$ cat config.mk
export PLATFORM = sky130hd
export DESIGN_NAME = fpu_issue_ctrl
export DESIGN_NICKNAME = d
export VERILOG_FILES = /design/src/rtl/fpu_issue_ctrl.sv
export SDC_FILE = /design/constraint.sdc
export NUM_CORES = 1
export LEC_CHECK = 0
export ABC_AREA = 1
export BUFFER_PORTS_ARGS = -buffer_cell sky130_fd_sc_hd__buf_2
export CAP_MARGIN = 10
export CORE_MARGIN = 2
export CORE_UTILIZATION = 55
export CTS_BUF_LIST = sky130_fd_sc_hd__clkbuf_8
export DETAILED_ROUTE_END_ITERATION = 6
export GPL_TIMING_DRIVEN = 0
export PLACE_DENSITY = 0.78
export SLEW_MARGIN = 20
export SYNTH_ARGS = -nofsm -noshare
export SYNTH_HDL_FRONTEND = slang
export SYNTH_SLANG_ARGS = --single-unit
$ cat constraint.sdc
create_clock -name ck -period 10.53 [get_ports ck]
set_clock_uncertainty 0.1 [all_clocks]
set_input_delay 2.106 -clock ck [delete_from_list [all_inputs] [get_ports ck]]
set_output_delay 2.106 -clock ck [all_outputs]
set_load 0.005 [all_outputs]
$ cat src/rtl/fpu_issue_ctrl.sv
// fpu_issue_ctrl: decodes F-extension register usage, gates issue on RAW/WAW
// hazards and duplicate ids, and shadows the fixed-latency FPU to drive writeback.
module fpu_issue_ctrl #(
    parameter int unsigned NUM_REGS        = 32,
    parameter int unsigned PIPELINE_STAGES = 4,
    parameter int unsigned X_ID_WIDTH      = 4,
    localparam int unsigned CNT_W          = $clog2(PIPELINE_STAGES + 1)
) (
    input  logic                  ck,
    input  logic                  rst,
    input  logic                  iss_valid,
    output logic                  iss_ready,
    input  logic [31:0]           iss_instr,
    input  logic [X_ID_WIDTH-1:0] iss_id,
    output logic                  iss_accept,
    output logic                  fpu_enable,
    output logic [31:0]           fpu_instr,
    output logic [X_ID_WIDTH-1:0] fpu_id,
    input  logic                  fpu_stall,
    input  logic                  flush,
    output logic                  wb_valid,
    output logic [X_ID_WIDTH-1:0] wb_id,
    output logic [4:0]            wb_rd,
    output logic                  wb_fp,
    output logic                  busy,
    output logic [CNT_W-1:0]      inflight_cnt
);

    localparam int unsigned LAST = PIPELINE_STAGES - 1;

    typedef enum logic [6:0] {
        OPC_LOAD_FP  = 7'b0000111,
        OPC_STORE_FP = 7'b0100111,
        OPC_MADD     = 7'b1000011,
        OPC_MSUB     = 7'b1000111,
        OPC_NMSUB    = 7'b1001011,
        OPC_NMADD    = 7'b1001111,
        OPC_OP_FP    = 7'b1010011
    } opcode_e;

    localparam logic [4:0] F5_FSQRT    = 5'b01011;
    localparam logic [4:0] F5_FCMP     = 5'b10100;
    localparam logic [4:0] F5_FCVT_W_S = 5'b11000;
    localparam logic [4:0] F5_FCVT_S_W = 5'b11010;
    localparam logic [4:0] F5_FMV_X_W  = 5'b11100;
    localparam logic [4:0] F5_FMV_W_X  = 5'b11110;

    typedef struct packed {
        logic                  valid;
        logic [X_ID_WIDTH-1:0] id;
        logic [4:0]            rd;
        logic                  fp;
    } slot_t;

    opcode_e             opcode;
    logic [4:0]          funct5;
    logic [4:0]          rs1;
    logic [4:0]          rs2;
    logic [4:0]          rs3;
    logic [4:0]          rd;
    logic                legal;
    logic                use_rs1;
    logic                use_rs2;
    logic                use_rs3;
    logic                fp_dst;
    logic                has_dst;
    logic [NUM_REGS-1:0] src_mask;
    logic [NUM_REGS-1:0] dst_mask;
    logic [NUM_REGS-1:0] clr_mask;
    logic [NUM_REGS-1:0] scoreboard;
    logic                id_hit;
    logic                hazard;
    logic                issue;
    logic                retire;
    slot_t               slots [PIPELINE_STAGES];

    assign opcode = opcode_e'(iss_instr[6:0]);
    assign funct5 = iss_instr[31:27];
    assign rs1    = iss_instr[19:15];
    assign rs2    = iss_instr[24:20];
    assign rs3    = iss_instr[31:27];
    assign rd     = iss_instr[11:7];

    always_comb begin
        legal   = 1'b0;
        use_rs1 = 1'b0;
        use_rs2 = 1'b0;
        use_rs3 = 1'b0;
        fp_dst  = 1'b0;
        has_dst = 1'b0;
        case (opcode)
            OPC_OP_FP: begin
                legal   = 1'b1;
                has_dst = 1'b1;
                use_rs1 = !(funct5 inside {F5_FCVT_S_W, F5_FMV_W_X});
                use_rs2 = !(funct5 inside {F5_FSQRT, F5_FCVT_W_S, F5_FCVT_S_W,
                                           F5_FMV_X_W, F5_FMV_W_X});
                fp_dst  = !(funct5 inside {F5_FCMP, F5_FCVT_W_S, F5_FMV_X_W});
            end
            OPC_MADD, OPC_MSUB, OPC_NMSUB, OPC_NMADD: begin
                legal   = 1'b1;
                has_dst = 1'b1;
                use_rs1 = 1'b1;
                use_rs2 = 1'b1;
                use_rs3 = 1'b1;
                fp_dst  = 1'b1;
            end
            OPC_LOAD_FP: begin
                legal   = 1'b1;
                has_dst = 1'b1;
                fp_dst  = 1'b1;
            end
            OPC_STORE_FP: begin
                legal   = 1'b1;
                use_rs2 = 1'b1;
            end
            default: legal = 1'b0;
        endcase
    end

    // Expand register usage to one-hot masks so hazard checks are a single AND.
    always_comb begin
        src_mask = '0;
        dst_mask = '0;
        clr_mask = '0;
        for (int unsigned r = 0; r < NUM_REGS; r++) begin
            if ((use_rs1 && rs1 == 5'(r)) || (use_rs2 && rs2 == 5'(r)) ||
                (use_rs3 && rs3 == 5'(r)))
                src_mask[r] = 1'b1;
            if (fp_dst && rd == 5'(r))
                dst_mask[r] = 1'b1;
            if (retire && slots[LAST].fp && slots[LAST].rd == 5'(r))
                clr_mask[r] = 1'b1;
        end
    end

    always_comb begin
        id_hit = 1'b0;
        for (int unsigned s = 0; s < PIPELINE_STAGES; s++) begin
            if (slots[s].valid && slots[s].id == iss_id)
                id_hit = 1'b1;
        end
    end

    // Scoreboard bits clear only after the wb edge, so a retiring register still blocks.
    assign hazard     = id_hit || |((src_mask | dst_mask) & scoreboard);
    assign iss_ready  = !rst && !fpu_stall && !flush && (!legal || !hazard);
    assign issue      = iss_valid && iss_ready && legal;
    assign iss_accept = issue;
    assign fpu_enable = issue;
    assign fpu_instr  = iss_instr;
    assign fpu_id     = iss_id;
    assign retire     = slots[LAST].valid && !rst && !fpu_stall && !flush;

    always_ff @(posedge ck) begin
        if (rst || flush) begin
            for (int unsigned s = 0; s < PIPELINE_STAGES; s++)
                slots[s] <= '0;
            scoreboard   <= '0;
            inflight_cnt <= '0;
        end else if (!fpu_stall) begin
            if (issue)
                slots[0] <= '{valid: 1'b1, id: iss_id,
                              rd: (has_dst ? rd : 5'd0), fp: fp_dst};
            else
                slots[0] <= '0;
            for (int unsigned s = 1; s < PIPELINE_STAGES; s++)
                slots[s] <= slots[s-1];
            scoreboard   <= (scoreboard & ~clr_mask) | (issue ? dst_mask : '0);
            inflight_cnt <= inflight_cnt + CNT_W'(issue) - CNT_W'(retire);
        end
    end

    assign wb_valid = retire;
    assign wb_id    = slots[LAST].id;
    assign wb_rd    = slots[LAST].rd;
    assign wb_fp    = slots[LAST].fp;
    assign busy     = (inflight_cnt != '0);

endmodule

Yosys cells after proc, flatten, opt, wreduce, memory -nomap -nowiden
Memories as Yosys holds them, arrays and structs flattened.
Index checks and enable logic that the tools add are counted.
{"block": "totals", "mem_count": 1, "register_bits": 35, "mem_bits_rw": 44, "word_cells": 570}
{"memory": "slots", "depth": 4, "width": 11, "rd": 4, "rd_clocked_by_memory_dff": 0, "write_ports": 4, "line_no": "75", "rtl": "slot_t slots [PIPELINE_STAGES];"}
{"block": "op_classes", "n_eq_ne": 166, "reduce_logical": 263, "n_addsub": 2, "muxes": 126, "n_bitwise": 10}
{"cell": "5-bit equality test (second input constant)", "n": 80}
{"cell": "5-bit by 4-bit equality test with 1-bit output (second input constant)", "n": 40}
{"cell": "1-bit logical AND", "n": 173}
{"cell": "1-bit two-way mux", "n": 116}
{"cell": "5-bit by 3-bit equality test with 1-bit output (second input constant)", "n": 20}
{"cell": "1-bit logical OR", "n": 67}
{"cell": "32-bit bitwise AND", "n": 2}
{"cell": "32-bit bitwise OR", "n": 2}
{"cell": "11-bit two-way mux", "n": 5}
{"cell": "5-bit by 2-bit equality test with 1-bit output (second input constant)", "n": 10}
{"cell": "7-bit equality test (second input constant)", "n": 5}
{"cell": "32-bit two-way mux", "n": 1}
{"cell": "32-bit inverter", "n": 1}
{"cell": "32-bit OR reduction", "n": 1}
{"cell": "5-bit by 1-bit equality test with 1-bit output (second input constant)", "n": 5}
{"cell": "5-bit logical NOT", "n": 5}
{"cell": "4-bit equality test", "n": 4}
{"cell": "5-bit OR reduction", "n": 2}
{"cell": "1-bit logical NOT", "n": 8}
{"cell": "7-bit by 3-bit equality test with 1-bit output (second input constant)", "n": 1}
{"cell": "7-bit by 6-bit equality test with 1-bit output (second input constant)", "n": 1}
{"cell": "7-bit OR reduction", "n": 1}
{"cell": "1-bit one-hot mux with 2 select lines", "n": 3}
{"cell": "3-bit nonzero test", "n": 2}
{"cell": "other kinds (8)", "n": 12}

Logic depth before layout (Yosys ltp)
{"block": "logic_depth", "word_depth": 23, "depth_mapped": 27, "depth_no_buf": 27}

Worst setup path before layout
Ideal clock, no wire load.
{"block": "synth_timing", "path_kind": "input-to-output", "from": "in iss_instr[31]", "to": "out iss_accept", "stages": 19, "n_path_buf": 4, "arrival_ns": 3.813, "slack_ns": 4.511, "path_cell_list": "buf_2 > inv_1 > nand3_1 > nand2_1 > o21ai_1 > buf_6 > buf_6 > nand2_1 > nand3_1 > nand2_1 > nand2_1 > nor2_1 > nand3_1 > nor2_1 > nand2_1 > nand2_2 > nand2_2 > nor2_4 > buf_4"}
{"block": "synth_via", "elab_chain_len": 17, "word_cells_on_any_way": 306, "classes_between": "eq/ne: 31; mux: 67; bitwise: 2; reduce/logical: 206"}
{"item": "start: declaration", "line_no": "13", "rtl": "input logic [31:0] iss_instr,"}
{"item": "5-bit by 4-bit equality test with 1-bit output, or another cell as far along", "line_no": "96, 128"}
{"item": "5-bit nonzero test or 2-bit nonzero test (tied branches)", "line_no": "96, 95"}
{"item": "1-bit logical NOT, on equally long branches", "line_no": "96, 95"}
{"item": "1-bit one-hot mux with 2 select lines", "line_no": "91", "rtl": "case (opcode)"}
{"item": "1-bit logical AND", "line_no": "127", "rtl": "if ((use_rs1 && rs1 == 5'(r)) || (use_rs2 && rs2 == 5'(r)) ||"}
{"item": "1-bit logical OR (2 in a row)", "line_no": "127"}
{"item": "1-bit two-way mux", "line_no": "127"}
{"item": "32-bit bitwise OR *", "line_no": "146", "rtl": "assign hazard = id_hit || |((src_mask | dst_mask) & scoreboard);"}
{"item": "32-bit bitwise AND *", "line_no": "146"}
{"item": "32-bit OR reduction *", "line_no": "146"}
{"item": "1-bit logical OR *", "line_no": "146"}
{"item": "1-bit logical NOT *", "line_no": "147", "rtl": "assign iss_ready = !rst && !fpu_stall && !flush && (!legal || !hazard);"}
{"item": "1-bit logical OR *", "line_no": "147"}
{"item": "1-bit logical AND *", "line_no": "147"}
{"item": "1-bit logical AND * (2 in a row)", "line_no": "148", "rtl": "assign issue = iss_valid && iss_ready && legal;"}
{"item": "end: declaration", "line_no": "15", "rtl": "output logic iss_accept,"}
Mark *: on every way between the ends. The rest lies on a longest branch, timed or not.

Worst setup path in the final report
{"block": "layout_timing", "from": "in iss_instr[1]", "to": "out iss_accept"}
{"block": "layout_via", "elab_chain_len": 16, "word_cells_on_any_way": 282, "classes_between": "eq/ne: 7; mux: 69; bitwise: 2; reduce/logical: 204"}
{"item": "7-bit by 6-bit equality test with 1-bit output or 7-bit equality test (tied branches)", "line_no": "91"}
{"item": "5-bit OR reduction (no source line) or 4-bit OR reduction (tied branches)"}
{"item": "1-bit one-hot mux with 2 select lines", "line_no": "91"}
{"item": "1-bit logical AND", "line_no": "127"}
{"item": "1-bit logical OR (2 in a row)", "line_no": "127"}
{"item": "1-bit two-way mux", "line_no": "127"}
{"item": "32-bit bitwise OR", "line_no": "146"}
{"item": "32-bit bitwise AND", "line_no": "146"}
{"item": "32-bit OR reduction", "line_no": "146"}
{"item": "1-bit logical OR", "line_no": "146"}
{"item": "1-bit logical NOT", "line_no": "147"}
{"item": "1-bit logical OR", "line_no": "147"}
{"item": "1-bit logical AND", "line_no": "147"}
{"item": "1-bit logical AND", "line_no": "148"}
{"item": "1-bit logical AND *", "line_no": "148"}
Marked as above.

==> summary.txt <==
Route
  – Post-route ant nets: 0
  – Drt drc: 0
  – Final WL: 19260 um
  – First drt pass iteration count: 7
  – Routed WL per cell: 16.59 um
  – Vias per inst: 5.597
  – Vias: 6498
  – 1st-iter DRT viols: 1004

Yosys
  – Cell Area, Synth: 0.005928 mm2
  – Avg Inst Size Synth: 6.416 um2
  – Yosys reg bits: 79
  – Asr flop ratio synth: 0
  – Sequential area share after synthesis: 0.3411
  – Mapped Nets: 968
  – Syn Inst Count: 924
  – Yosys warning count: 0
  – Post-synth EDFFs: 44
  – Ys flop type: edfxtp_1
  – Cell variety after synth: 30

Worst setup path
  – CP peak stage delay: 280 ps
  – CP endpoint kind: output pin
  – Worst path cell trace: buf_2, nand2_1, inv_2, nand3_1, nand2_1, clkbuf_1, a21oi_1, nand3_1, nand2_1, nand2_1, nor2_1, nand2_1, nor2_1, nand2_1, nand2_2, nand2_2, nor2_4, buf_4, buf_2
  – Worst endpoint required time: 8320 ps
  – Max FO, Critical Path: 10
  – CP max-delay cell: a21oi_1
  – CP Class: in -> out
  – Startpoint Class: input port
  – Critical path data arrival time: 4820 ps
  – CP dominant cell by count: nand2_1

Floorplanning
  – Initial Utilization: 0.5691
  – Die height: 107.8 um
  – Number of core rows: 37
  – Boundary Pins: 95
  – Full die area: 0.01163 mm2
  – Die width: 107.8 um
  – Core footprint: 0.01042 mm2

Global routing
  – Overall Global Routing Usage: 0.3423
  – Antenna violations before repair: 0
  – Largest net degree at the start of global routing: 34
  – Global-route wire length before repair: 30120 um
  – Congestion Overflow GR: 0
  – Vias in the first global route: 5756

Timing
  – Slew Viols, Final: 0
  – Final setup margin: 3499 ps
  – RSZ-0062 raised after global routing: false
  – Period utilization: 0.6677
  – Fmax: 0.1422 GHz
  – Worst slew pin tran: 761.7 ps
  – # setup viols final: 0
  – Final hold violation count: 0
  – Hold Slack: 376.8 ps
  – Setup TNS: 0 ps
  – Relative slew slack: 0.4904
  – Final min period: 7031 ps

Placed design
  – Gpl congestion: 1.002
  – DP HPWL: 15470 um
  – Dpl ws: 3573 ps
  – Port bufs: 85

Clock tree
  – CTS tree: built
  – CTS Sinks: 79
  – Max clock buf depth: 2
  – Postcts setup bufs: 0
  – Clock transition at path regs: 80 ps
  – Worst-skew pair later-pin latency: 360 ps
  – Post-cts resize count: 0
  – # hold bufs at CTS: 0
  – H-tree depth: 3
  – CTS root buffer: clkbuf_8
  – TritonCTS Buffers: 9

Final layout
  – Antenna diode count: 0
  – Area delta synth->final: 13.09%
  – Share of cells above drive strength 1: 0.1727
  – Layout net count: 1064

Worst hold path
  – Worst min path class: reg -> reg

Power and ir drop
  – Peak supply drop: 0.07050 mV
  – Leakage: 2.948 nW
  – Pwr/cell area: 95.73 mW/mm2

Job
  – Max Cap Viol: 0

Status
  – Outcome: finished clean
## power breakdown
part / internal, W / leakage (nW) / switching (W) / total [W]
clock: 0.0000965 / 0.102 / 0.000111 / 0.000208
sequential: 0.000331 / 0.795 / 0.00000375 / 0.000335
combinational: 0.0000344 / 2.05 / 0.0000646 / 0.0000990
total: 0.000462 / 2.95 / 0.000180 / 0.000642
## state kept, by name (all words and copies together), names as in the netlist
name,count
scoreboard,32
slots,44
inflight_cnt,3
## layout make-up
class / instances / area, um2
Buffer: 85 / 538.0
Fill cell: 1043 / 3712
Sequential cell: 79 / 2022
Timing Repair Buffer: 85 / 425.4
Inverter: 101 / 379.1
Multi-Input combinational cell: 659 / 2992
Clock inverter: 5 / 26.28
Tap cell: 136 / 170.2
Clock buffer: 11 / 151.4
## cells in the mapped netlist (all sizes together), types with 2 or more instances
master / n / share of area
nor2: 211 / 0.14
nand2: 181 / 0.12
inv: 96 / 0.061
nand3: 78 / 0.066
buf: 62 / 0.076
a21oi: 58 / 0.049
nand4: 45 / 0.047
edfxtp: 44 / 0.22
o21ai: 44 / 0.037
dfxtp: 35 / 0.12
clkbuf: 23 / 0.015
nor3: 23 / 0.019
o22ai: 7 / 0.0074
clkinv: 5 / 0.0032
xnor2: 5 / 0.0074
ha: 2 / 0.0042
## placed cells by master (no fill, tap or decap), drive strengths merged
cell type / synthesis / routed
and3: 1 / 1
nand4: 45 / 45
nand2: 181 / 181
nor3: 23 / 23
edfxtp: 44 / 44
dfxtp: 35 / 35
o21ai: 44 / 44
xnor2: 5 / 5
a21oi: 58 / 58
o22ai: 7 / 7
fa: 1 / 1
xor2: 1 / 1
clkbuf: 23 / 34
ha: 2 / 2
nand3: 78 / 78
nor2: 211 / 211
clkinv: 5 / 8
a22oi: 1 / 1
buf: 62 / 147
inv: 96 / 98
a21boi: 1 / 1
## worst max-delay path: cells and delay by family
kind                   cells  cell delay [ps]
and+or+nand+nor           13             1750
AOI/OAI and AO/OA          1              280
buffers and inverters      5              680
## metal layers
metal / GRT usage / part of all wire / vias up
met5: 0 / 0 / -
met2: 0.5310 / 0.43 / 365
met3: 0.04964 / 0.10 / 26
li1: - / - / 3166
met1: 0.4977 / 0.44 / 2941
met4: 0.09158 / 0.019 / 0
## cell families after synthesis
kind of cell | count (synthesis) | share of synthesized area
compound gates | 111 | 0.09603
fa+ha+maj | 3 | 0.007598
flops | 79 | 0.3411
simple gates | 539 | 0.3917
xor+xnor | 6 | 0.008864
buf+inv | 186 | 0.1547
## path summary, 6_finish.rpt
kind / from / end / slack, ps / cells past startpoint
setup reg to reg: slots[0][9] / inflight_cnt[2] / 7160 / 21
hold reg to reg: scoreboard[26] / scoreboard[26] / 380 / 2
hold / removal: scoreboard[26] / scoreboard[26] / 380 / 2
setup / recovery: iss_instr[1] / iss_accept / 3500 / 19
## stage by stage
stage | util | instances | total power (W) | cell area, um2
3_5_place_dp | 0.6265 | 1145 | 0.0004389 | 6526
5_1_grt | 0.6436 | 1161 | 0.0006642 | 6704
3_3_place_gp | 0.6263 | 1145 | 0.0004379 | 6524
6_report | 0.6436 | 1161 | 0.0006418 | 6704
2_1_floorplan | - | 924 | 0.0004015 | 5928
4_1_cts | 0.6436 | 1161 | 0.0006393 | 6704
No activity file was read; power rests on OpenSTA's default activity.
